$ cat config.mk
export PLATFORM = sky130hd
export DESIGN_NAME = aes_inv_round_ctrl
export DESIGN_NICKNAME = d
export VERILOG_FILES = /design/src/rtl/aes_inv_round_ctrl.sv
export SDC_FILE = /design/constraint.sdc
export NUM_CORES = 1
export LEC_CHECK = 0
export BUFFER_PORTS_ARGS = -buffer_cell sky130_fd_sc_hd__buf_4
export CAP_MARGIN = 0
export CORE_AREA = 3 3 256 258
export DETAILED_ROUTE_END_ITERATION = 10
export DIE_AREA = 0 0 259 261
export PLACE_DENSITY = 0.62
export REMOVE_ABC_BUFFERS = 1
export SETUP_SLACK_MARGIN = 0.3
export SYNTH_ARGS = -nofsm -noshare
export SYNTH_HDL_FRONTEND = slang
export SYNTH_SLANG_ARGS = --single-unit
$ cat constraint.sdc
create_clock -name clk -period 3.4 [get_ports clk]
set_clock_uncertainty 0.1 [all_clocks]
set_input_delay 0.68 -clock clk [delete_from_list [all_inputs] [get_ports clk]]
set_output_delay 0.68 -clock clk [all_outputs]
set_load 0.03 [all_outputs]
$ cat src/rtl/aes_inv_round_ctrl.sv
// aes_inv_round_ctrl: iterative AES-128/192/256 decryption sequencer.
// One inverse round per clock; InvShiftRows+InvSubBytes live outside.

module inv_MixColumns (
  input  logic [127:0] din,
  output logic [127:0] dout
);

  function automatic logic [7:0] xt(input logic [7:0] a);
    return {a[6:0], 1'b0} ^ (a[7] ? 8'h1b : 8'h00);
  endfunction

  function automatic logic [7:0] gm(
    input logic [7:0] a,
    input logic [3:0] k
  );
    logic [7:0] a2, a4, a8;
    a2 = xt(a);
    a4 = xt(a2);
    a8 = xt(a4);
    return (k[0] ? a  : 8'h00) ^
           (k[1] ? a2 : 8'h00) ^
           (k[2] ? a4 : 8'h00) ^
           (k[3] ? a8 : 8'h00);
  endfunction

  // per column: circulant {0e,0b,0d,09} over the four row bytes
  always_comb begin
    dout = '0;
    for (int c = 0; c < 4; c++) begin
      for (int r = 0; r < 4; r++) begin
        dout[32*c+8*r +: 8] =
          gm(din[32*c+8*r +: 8], 4'he) ^
          gm(din[32*c+8*((r+1)%4) +: 8], 4'hb) ^
          gm(din[32*c+8*((r+2)%4) +: 8], 4'hd) ^
          gm(din[32*c+8*((r+3)%4) +: 8], 4'h9);
      end
    end
  end

endmodule

module aes_inv_round_ctrl #(
  parameter int KIDX_W = 4
) (
  input  logic              clk,
  input  logic              rst,
  input  logic              in_valid,
  output logic              in_ready,
  input  logic [127:0]      in_data,
  input  logic [1:0]        key_len,
  output logic [KIDX_W-1:0] key_idx,
  input  logic [127:0]      rk_in,
  output logic [127:0]      isb_in,
  input  logic [127:0]      isb_out,
  output logic              out_valid,
  input  logic              out_ready,
  output logic [127:0]      out_data,
  output logic              busy,
  output logic              err
);

  typedef enum logic [2:0] {
    IDLE,
    ADDK,
    ROUND,
    FINAL,
    DONE
  } st_t;

  st_t          st, st_n;
  logic [127:0] state_q, state_n;
  logic [127:0] od_q, od_n;
  logic [127:0] imc_out;
  logic [3:0]   nr_q, nr_n;
  logic [3:0]   rnd_q, rnd_n;
  logic [3:0]   kidx;
  logic         ov_q, ov_n;
  logic         err_q, err_n;

  inv_MixColumns u_imc (
    .din  (isb_out ^ rk_in),
    .dout (imc_out)
  );

  // all sequencer and datapath registers, synchronous reset
  always_ff @(posedge clk) begin
    if (rst) begin
      st      <= IDLE;
      state_q <= '0;
      od_q    <= '0;
      nr_q    <= '0;
      rnd_q   <= '0;
      ov_q    <= 1'b0;
      err_q   <= 1'b0;
    end else begin
      st      <= st_n;
      state_q <= state_n;
      od_q    <= od_n;
      nr_q    <= nr_n;
      rnd_q   <= rnd_n;
      ov_q    <= ov_n;
      err_q   <= err_n;
    end
  end

  // next state, round sequencing, key index and AddRoundKey
  always_comb begin
    st_n    = st;
    state_n = state_q;
    od_n    = od_q;
    nr_n    = nr_q;
    rnd_n   = rnd_q;
    ov_n    = ov_q;
    err_n   = 1'b0;
    kidx    = '0;
    unique case (st)
      IDLE: begin
        if (in_valid) begin
          if (key_len != 2'b11) begin
            state_n = in_data;
            nr_n    = 4'd10 + {1'b0, key_len, 1'b0};
            st_n    = ADDK;
          end else begin
            err_n = 1'b1;
          end
        end
      end
      ADDK: begin
        kidx    = nr_q;
        state_n = state_q ^ rk_in;
        rnd_n   = nr_q - 4'd1;
        st_n    = ROUND;
      end
      ROUND: begin
        kidx    = rnd_q;
        state_n = imc_out;
        if (rnd_q == 4'd1) st_n = FINAL;
        else rnd_n = rnd_q - 4'd1;
      end
      FINAL: begin
        od_n = isb_out ^ rk_in;
        ov_n = 1'b1;
        st_n = DONE;
      end
      DONE: begin
        if (out_ready) begin
          ov_n = 1'b0;
          st_n = IDLE;
        end
      end
      default: st_n = IDLE;
    endcase
  end

  assign in_ready  = (st == IDLE);
  assign busy      = (st != IDLE);
  assign out_valid = ov_q;
  assign out_data  = od_q;
  assign err       = err_q;
  assign key_idx   = KIDX_W'(kidx);
  assign isb_in    = state_q;

endmodule

**Word-level counts from Yosys, hierarchy flattened**

Index checks and enable logic that the tools add are counted.

- Logic and storage cells: 306
- Memories: 0
- ROM bits: 0
- Register bits after elaboration: 269
- Bits of input ports: 390
- Bits in writable memories: 0
- Latch bits: 0
- Output and inout port bits: 264

- Equal/unequal tests: 11
- Add/sub/neg operators: 3
- Bitwise gates (word level): 212
- Reductions and logical operators: 11
- Multiplexer cells: 62
- Multipliers: 0
- Shifts and indexed selects: 0
- Divide/modulo/power cells: 0
- $lt $le $gt $ge: 0

Operator list:

| cell | number |
|---|---|
| 8-bit XOR | 199 |
| 128-bit case mux with 3 select lines | 1 |
| 128-bit 2-to-1 mux | 2 |
| 128-bit XOR | 2 |
| 5-bit 2-to-1 mux | 48 |
| 8-bit by 5-bit XOR with 8-bit output | 9 |
| 4-bit case mux with 2 select lines | 2 |
| 3-bit case mux with 5 select lines | 1 |
| 3-bit 2-to-1 mux | 4 |
| 2-bit != test (second input constant) | 5 |
| 4-bit by 1-bit subtractor with 4-bit output (second input constant) | 2 |
| 3-bit by 2-bit equality test with 1-bit output (second input constant) | 2 |
| 3-bit AND reduction | 2 |
| 3-bit nonzero test | 2 |
| 4-bit by 3-bit adder with 4-bit output (first input constant) | 1 |
| 4-bit by 1-bit equality test with 1-bit output (second input constant) | 1 |
| 4-bit 2-to-1 mux | 1 |
| 2-bit AND reduction | 2 |
| 4-bit AND reduction | 1 |
| 2-bit nonzero test | 2 |
| 3-bit by 1-bit equality test with 1-bit output (second input constant) | 1 |
| 3-bit equality test (second input constant) | 1 |
| 3-bit zero test | 1 |
| 3-bit OR reduction | 1 |
| other kinds (4) | 6 |

**Logic depth before layout (Yosys ltp)**

- Depth in word-level cells: 12
- Depth in mapped cells: 11
- Mapped depth without buffers: 8

**Cells and area by module**

A second synthesis with hierarchy kept.

- Cell total of the unflattened synthesis: 2,479
- Area, all modules: 23,907.9 µm²

By module, submodules not included:

| module | area each (µm²) | seq. area each (µm²) | cells each | instances |
|---|---|---|---|---|
| aes_inv_round_ctrl | 14,883.0 | 5,365.1 | 1,650 | 1 |
| inv_MixColumns | 9,024.9 | 0.0 | 829 | 1 |

**Worst setup path before layout**

OpenSTA, ideal clock, no wires.

- Path type: input -> register
- From: in rk_in[78]
- To: reg state_q[92] (netlist: isb_in[92])
- Stages: 7
- Buffers on the path: 0
- Arrival: 2,894 ps
- Setup slack: 274 ps
- Setup time: 132 ps
- Data required time: 3,168 ps
- Cell sequence: xnor2_2 > xnor3_2 > xor2_2 > xnor3_2 > xnor3_1 > a221oi_1 > nor3_1

- Word-level cells in the longest chain between the ends: 9
- Elaborated cells on any way between the ends: 10
- Those cells by class: mux: 2; bitwise: 8

Ends and longest elaborated chain:

| element | line | RTL |
|---|---|---|
| start, declared | 53 | `input logic [127:0] rk_in,` |
| 128-bit XOR (*) | 82 | `.din (isb_out ^ rk_in),` |
| 8-bit XOR (*) | 10 | `return {a[6:0], 1'b0} ^ (a[7] ? 8'h1b : 8'h00);` |
| 5-bit 2-to-1 mux (*) | 10 |  |
| 8-bit XOR (*) | 10 |  |
| 8-bit XOR (on tied branches) | 22, 10 |  |
| 8-bit XOR (*) | 23 | `(k[2] ? a4 : 8'h00) ^` |
| 8-bit XOR (*) | 34 | `gm(din[32*c+8*((r+1)%4) +: 8], 4'hb) ^` |
| 8-bit XOR (*) | 35 | `gm(din[32*c+8*((r+2)%4) +: 8], 4'hd) ^` |
| 128-bit case mux with 3 select lines (*) | 117 | `unique case (st)` |
| end signal, assigned | 98 | `state_q <= state_n;` |
| end, declared | 72 | `logic [127:0] state_q, state_n;` |

Every way passes the cells marked *; elsewhere a longest branch is shown, timed or not.
A chain may end at the register's enable or synchronous reset.

**Worst setup path after layout**

- From: reg st[0]
- To: reg state_q[28] (netlist: isb_in[28])

- Word-level cells in the longest chain between the ends: 3
- Elaborated cells on any way between the ends: 8
- Those cells by class: eq/ne: 4; mux: 1; reduce/logical: 3

Ends and longest elaborated chain:

| element | line | RTL |
|---|---|---|
| start, declared | 71 | `st_t st, st_n;` |
| start signal, assigned | 97 | `st <= st_n;` |
| 3-bit by 2-bit equality test with 1-bit output, or another cell as far along | 117 |  |
| 3-bit nonzero test (no source line), or another cell as far along | n/a |  |
| 3-bit AND reduction (no source line) | n/a |  |

Parallel ways exist; a longest one is shown, timed or not.

==> PnR_summary.wiki <==
{| class="wikitable"
! Metric !! Value
|-
| Number of buffers inserted by post-CTS setup repair || 0
|-
| Beginning of the critical path || st[0]
|-
| Total of warnings raised by yosys || 0
|-
| Clock tree buffer depth || 3
|-
| All-layer global routing usage || 0.262
|-
| Cell with the largest stage delay on the worst path || sky130_fd_sc_hd__nor2_4
|-
| Headroom to the max-slew limit || 0.288
|-
| Final Cell Area || 31100 um^2
|-
| Vertical die dimension || 261 um
|-
| Final hold violation count || 0
|-
| Cell family with the largest share of critical-path delay || simple AND/OR/NAND/NOR gates
|-
| Width of the chip || ~260 um
|-
| Outcome || finished, final reports clean
|-
| Number of antenna violations at the first check in global routing || 2
|-
| Destination of the critical timing path || isb_in[28]
|-
| Leakage || around 14 nW
|-
| Portion of the post-synthesis area used by sequential elements || 0.239
|-
| Startpoint types || flip-flop
|-
| Total length of routed wires || 93.0 mm
|-
| CP max FO || 40
|-
| Nets@finish || roughly 3500
|-
| Setup slack of the worst register-to-register path || 0.35 ns
|-
| Remaining design rule violation count || 0
|-
| Setup slack at placement || 0.0697 ns
|-
| Worst path arrival time || between 3 and 4 ns
|-
| Post-synth top flop || sky130_fd_sc_hd__dfxtp_1
|-
| Via count of the first global-routing pass || 20500
|-
| Die Area || 67600 um^2
|-
| Summed negative setup slack over all endpoints || 0 ns
|-
| Transition at the pin with the smallest max-transition slack || 1.07 ns
|-
| CTS sink cnt || 268
|-
| Pin count of the biggest net entering global routing || roughly 130
|-
| Iter 0 DRT Violations || roughly 1400
|-
| Buffer type at the clock tree root || sky130_fd_sc_hd__clkbuf_16
|-
| Vias per inst || about 5
|-
| Gate Count Post-Synth || 2269
|-
| Fraction of layout instances using a drive strength above 1 || 0.336
|-
| Number of hold buffers added after cts || 0
|-
| Endpoint class of the critical path || flip-flop
|-
| FF-to-FF Start || st[0]
|-
| Total via count in the routed design || 20100
|-
| Cells on worst reg2reg path || 7
|-
| Number of distinct library cells after synthesis || 45
|-
| Fill cells || approximately 6000
|-
| Largest incremental delay on the critical path || 0.75 ns
|-
| GR Overflow Total || 0
|-
| Total power density per cell area || 715 nW/um^2
|-
| Cell Rows || 92
|-
| Worst r2r dst || isb_in[28]
|-
| Worst path depth || 7
|-
| Share of Yosys cell area claimed by the top area cell type || 0.239
|-
| EDFF count, synth || 0
|-
| Total of endpoints with negative setup slack in the final report || 0
|-
| Buf+Inv Stages, Crit Path || 1
|-
| Area growth from synthesis to layout || 38.6%
|-
| H-tree depth reported by CTS || 2
|-
| Port bufs || 653
|-
| Mean instance size in the synthesized netlist || around 9.9 um^2
|-
| DRT antenna net count || 0
|-
| Cell breakdown of the critical path || nor2_1 -> and2_4 -> nor2_4 -> buf_4 -> a221oi_1 -> a211oi_1 -> a21boi_0
|-
| Area leader, netlist || sky130_fd_sc_hd__dfxtp_1
|-
| Crit share post-route || 0.896
|-
| Clock transition at the registers of the reported paths || 0.06 ns
|-
| Yosys reg bits || 268
|-
| Routability cong. || 0.952
|-
| Total count of max-transition violations in the final report || 0
|-
| Mean routed wirelength per cell || 23.6 um
|-
| Post-layout util || 0.492
|-
| Startpoint of the worst hold path || key_len[0]
|-
| Clock tree from TritonCTS || done
|-
| Shortest clock period the worst path allows after layout || 3.05 ns
|-
| Number of buffers inserted during clock tree synthesis || 35
|-
| Clock network latency to the later pin of the worst-skew pair || ~0.55 ns
|-
| Tightest Hold Check Type || in -> reg
|-
| CP required || around 3.8 ns
|-
| Post-synth ARST share || 0
|-
| Final HPWL from detailed placement || 74.3 mm
|-
| Synth area leaders || sky130_fd_sc_hd__dfxtp_1, sky130_fd_sc_hd__xnor2_1, sky130_fd_sc_hd__xnor3_1
|-
| RSZ-0062 raised after global routing || no
|-
| I/O pin count || 654
|-
| Reported max-cap violation count || 0
|-
| Post-synthesis cell area || 22400 um^2
|-
| Largest vdd supply drop || approximately 0.36 mV
|-
| Wire length of the first global-routing pass || approximately 130 mm
|-
| Area of the core || 63200 um^2
|-
| Max Freq || 328 MHz
|-
| Fin worst setup slack || 0.353 ns
|-
| Critical setup path kind || reg -> reg
|-
| Initial cell density of the core || 0.355
|-
| Instance area at placement || between 20000 and 30000 um^2
|-
| Detailed-router iteration count before antenna repair || 8
|}
worst min-delay path by stage:
stage / end / slack (ns) / depth (start not counted)
after global placement: out_valid / 0.38 / 2
after CTS: nr_q[1] / 0.21 / 2
after detailed placement: out_data[102] / 0.39 / 2
after floorplan: rnd_q[3] / 0.37 / 2
final: nr_q[1] / 0.26 / 2
after global routing: nr_q[1] / 0.22 / 2
synthesized netlist by cell type (all sizes together), types with 5 or more instances:
cell type,number
a221oi,48
a21oi,83
or3,6
nor2,283
nand2,17
inv,5
clkbuf,126
o221a,5
xnor2,663
xor3,9
a211oi,149
nand3,5
dfxtp,268
a221o,80
o21ai,28
nor3,100
xnor3,134
buf,7
xor2,222
sequential cells by signal, indices dropped and copies added (netlist names):
register and count:
st 3, nr_q 3, out_valid 1, out_data 128, isb_in 128, err 1
rnd_q 4
power breakdown:
group / total (mW) / switching [mW] / internal (mW)
Sequential: 3.80 / 0.338 / 3.47
Combinational: 14.5 / 7.33 / 7.19
Clock: 3.90 / 1.53 / 2.37
Total: 22.2 / 9.20 / 13.0
per-stage QoR:
step,instances,hold WS [ns],total power [mW]
6_report,3946,0.257,22.2
5_1_grt,3944,0.224,23.3
4_1_cts,3944,0.214,22.3
3_5_place_dp,3882,0.389,18.3
3_3_place_gp,3882,0.376,18.3
2_1_floorplan,2136,0.368,13.6
logic make-up (layout without fill, tap and decap cells):
group,after synthesis,count (layout),share of synthesized area
flops,268,268,0.239
compound gates,406,406,0.137
other cells,0,2,0
simple gates,422,422,0.0788
mux,2,2,0.000893
buf+inv,139,968,0.0233
fa+ha+maj,4,4,0.00223
xor+xnor,1028,1028,0.519
cell type report:
cell class | instances | area, um^2 | share of cell area
Multi-Input combinational cell | 1862 | 16600 | 0.533
Timing Repair Buffer | 900 | 6860 | 0.221
Sequential cell | 268 | 5370 | 0.173
Tap cell | 846 | 1060 | 0.0341
Clock buffer | 48 | 996 | 0.0321
Clock inverter | 14 | 200 | 0.00644
Inverter | 6 | 22.5 | 0.000725
Antenna cell | 2 | 5.00 | 0.000161
layer usage:
metal  up-vias  routed length (um)  part of all wire  GRT usage
met5         -                   0                 0          0
met4         0                2980             0.032     0.0816
met3       130                6620             0.071     0.0507
met2       832               45500              0.49      0.454
met1      9690               37900              0.41      0.330
li1       9468                   -                 -          -
cells in the final DEF (no fill, tap or decap), types with 6 or more instances in the layout:
cell and instances:
sky130_fd_sc_hd__buf_4 891, sky130_fd_sc_hd__xnor2_1 607, sky130_fd_sc_hd__nor2_1 281, sky130_fd_sc_hd__dfxtp_1 266, sky130_fd_sc_hd__xor2_1 214, sky130_fd_sc_hd__a211oi_1 149, sky130_fd_sc_hd__xnor3_1 129, sky130_fd_sc_hd__nor3_1 100
sky130_fd_sc_hd__a21oi_1 83, sky130_fd_sc_hd__a221o_1 80, sky130_fd_sc_hd__a221oi_1 48, sky130_fd_sc_hd__xnor2_2 42, sky130_fd_sc_hd__clkbuf_16 36, sky130_fd_sc_hd__o21ai_0 27, sky130_fd_sc_hd__nand2_1 16, sky130_fd_sc_hd__xnor2_4 14
sky130_fd_sc_hd__xor2_2 8, sky130_fd_sc_hd__xor3_1 7, sky130_fd_sc_hd__clkbuf_1 7, sky130_fd_sc_hd__buf_12 7, sky130_fd_sc_hd__or3_1 6, sky130_fd_sc_hd__clkbuf_8 6
repair_timing:
action | CTS | global route
pin swaps | 1 | 0
setup endpoints to repair | 2 | 2
gates resized for setup | 1 | 3
Note: power is estimated with default switching activity, not from simulation.
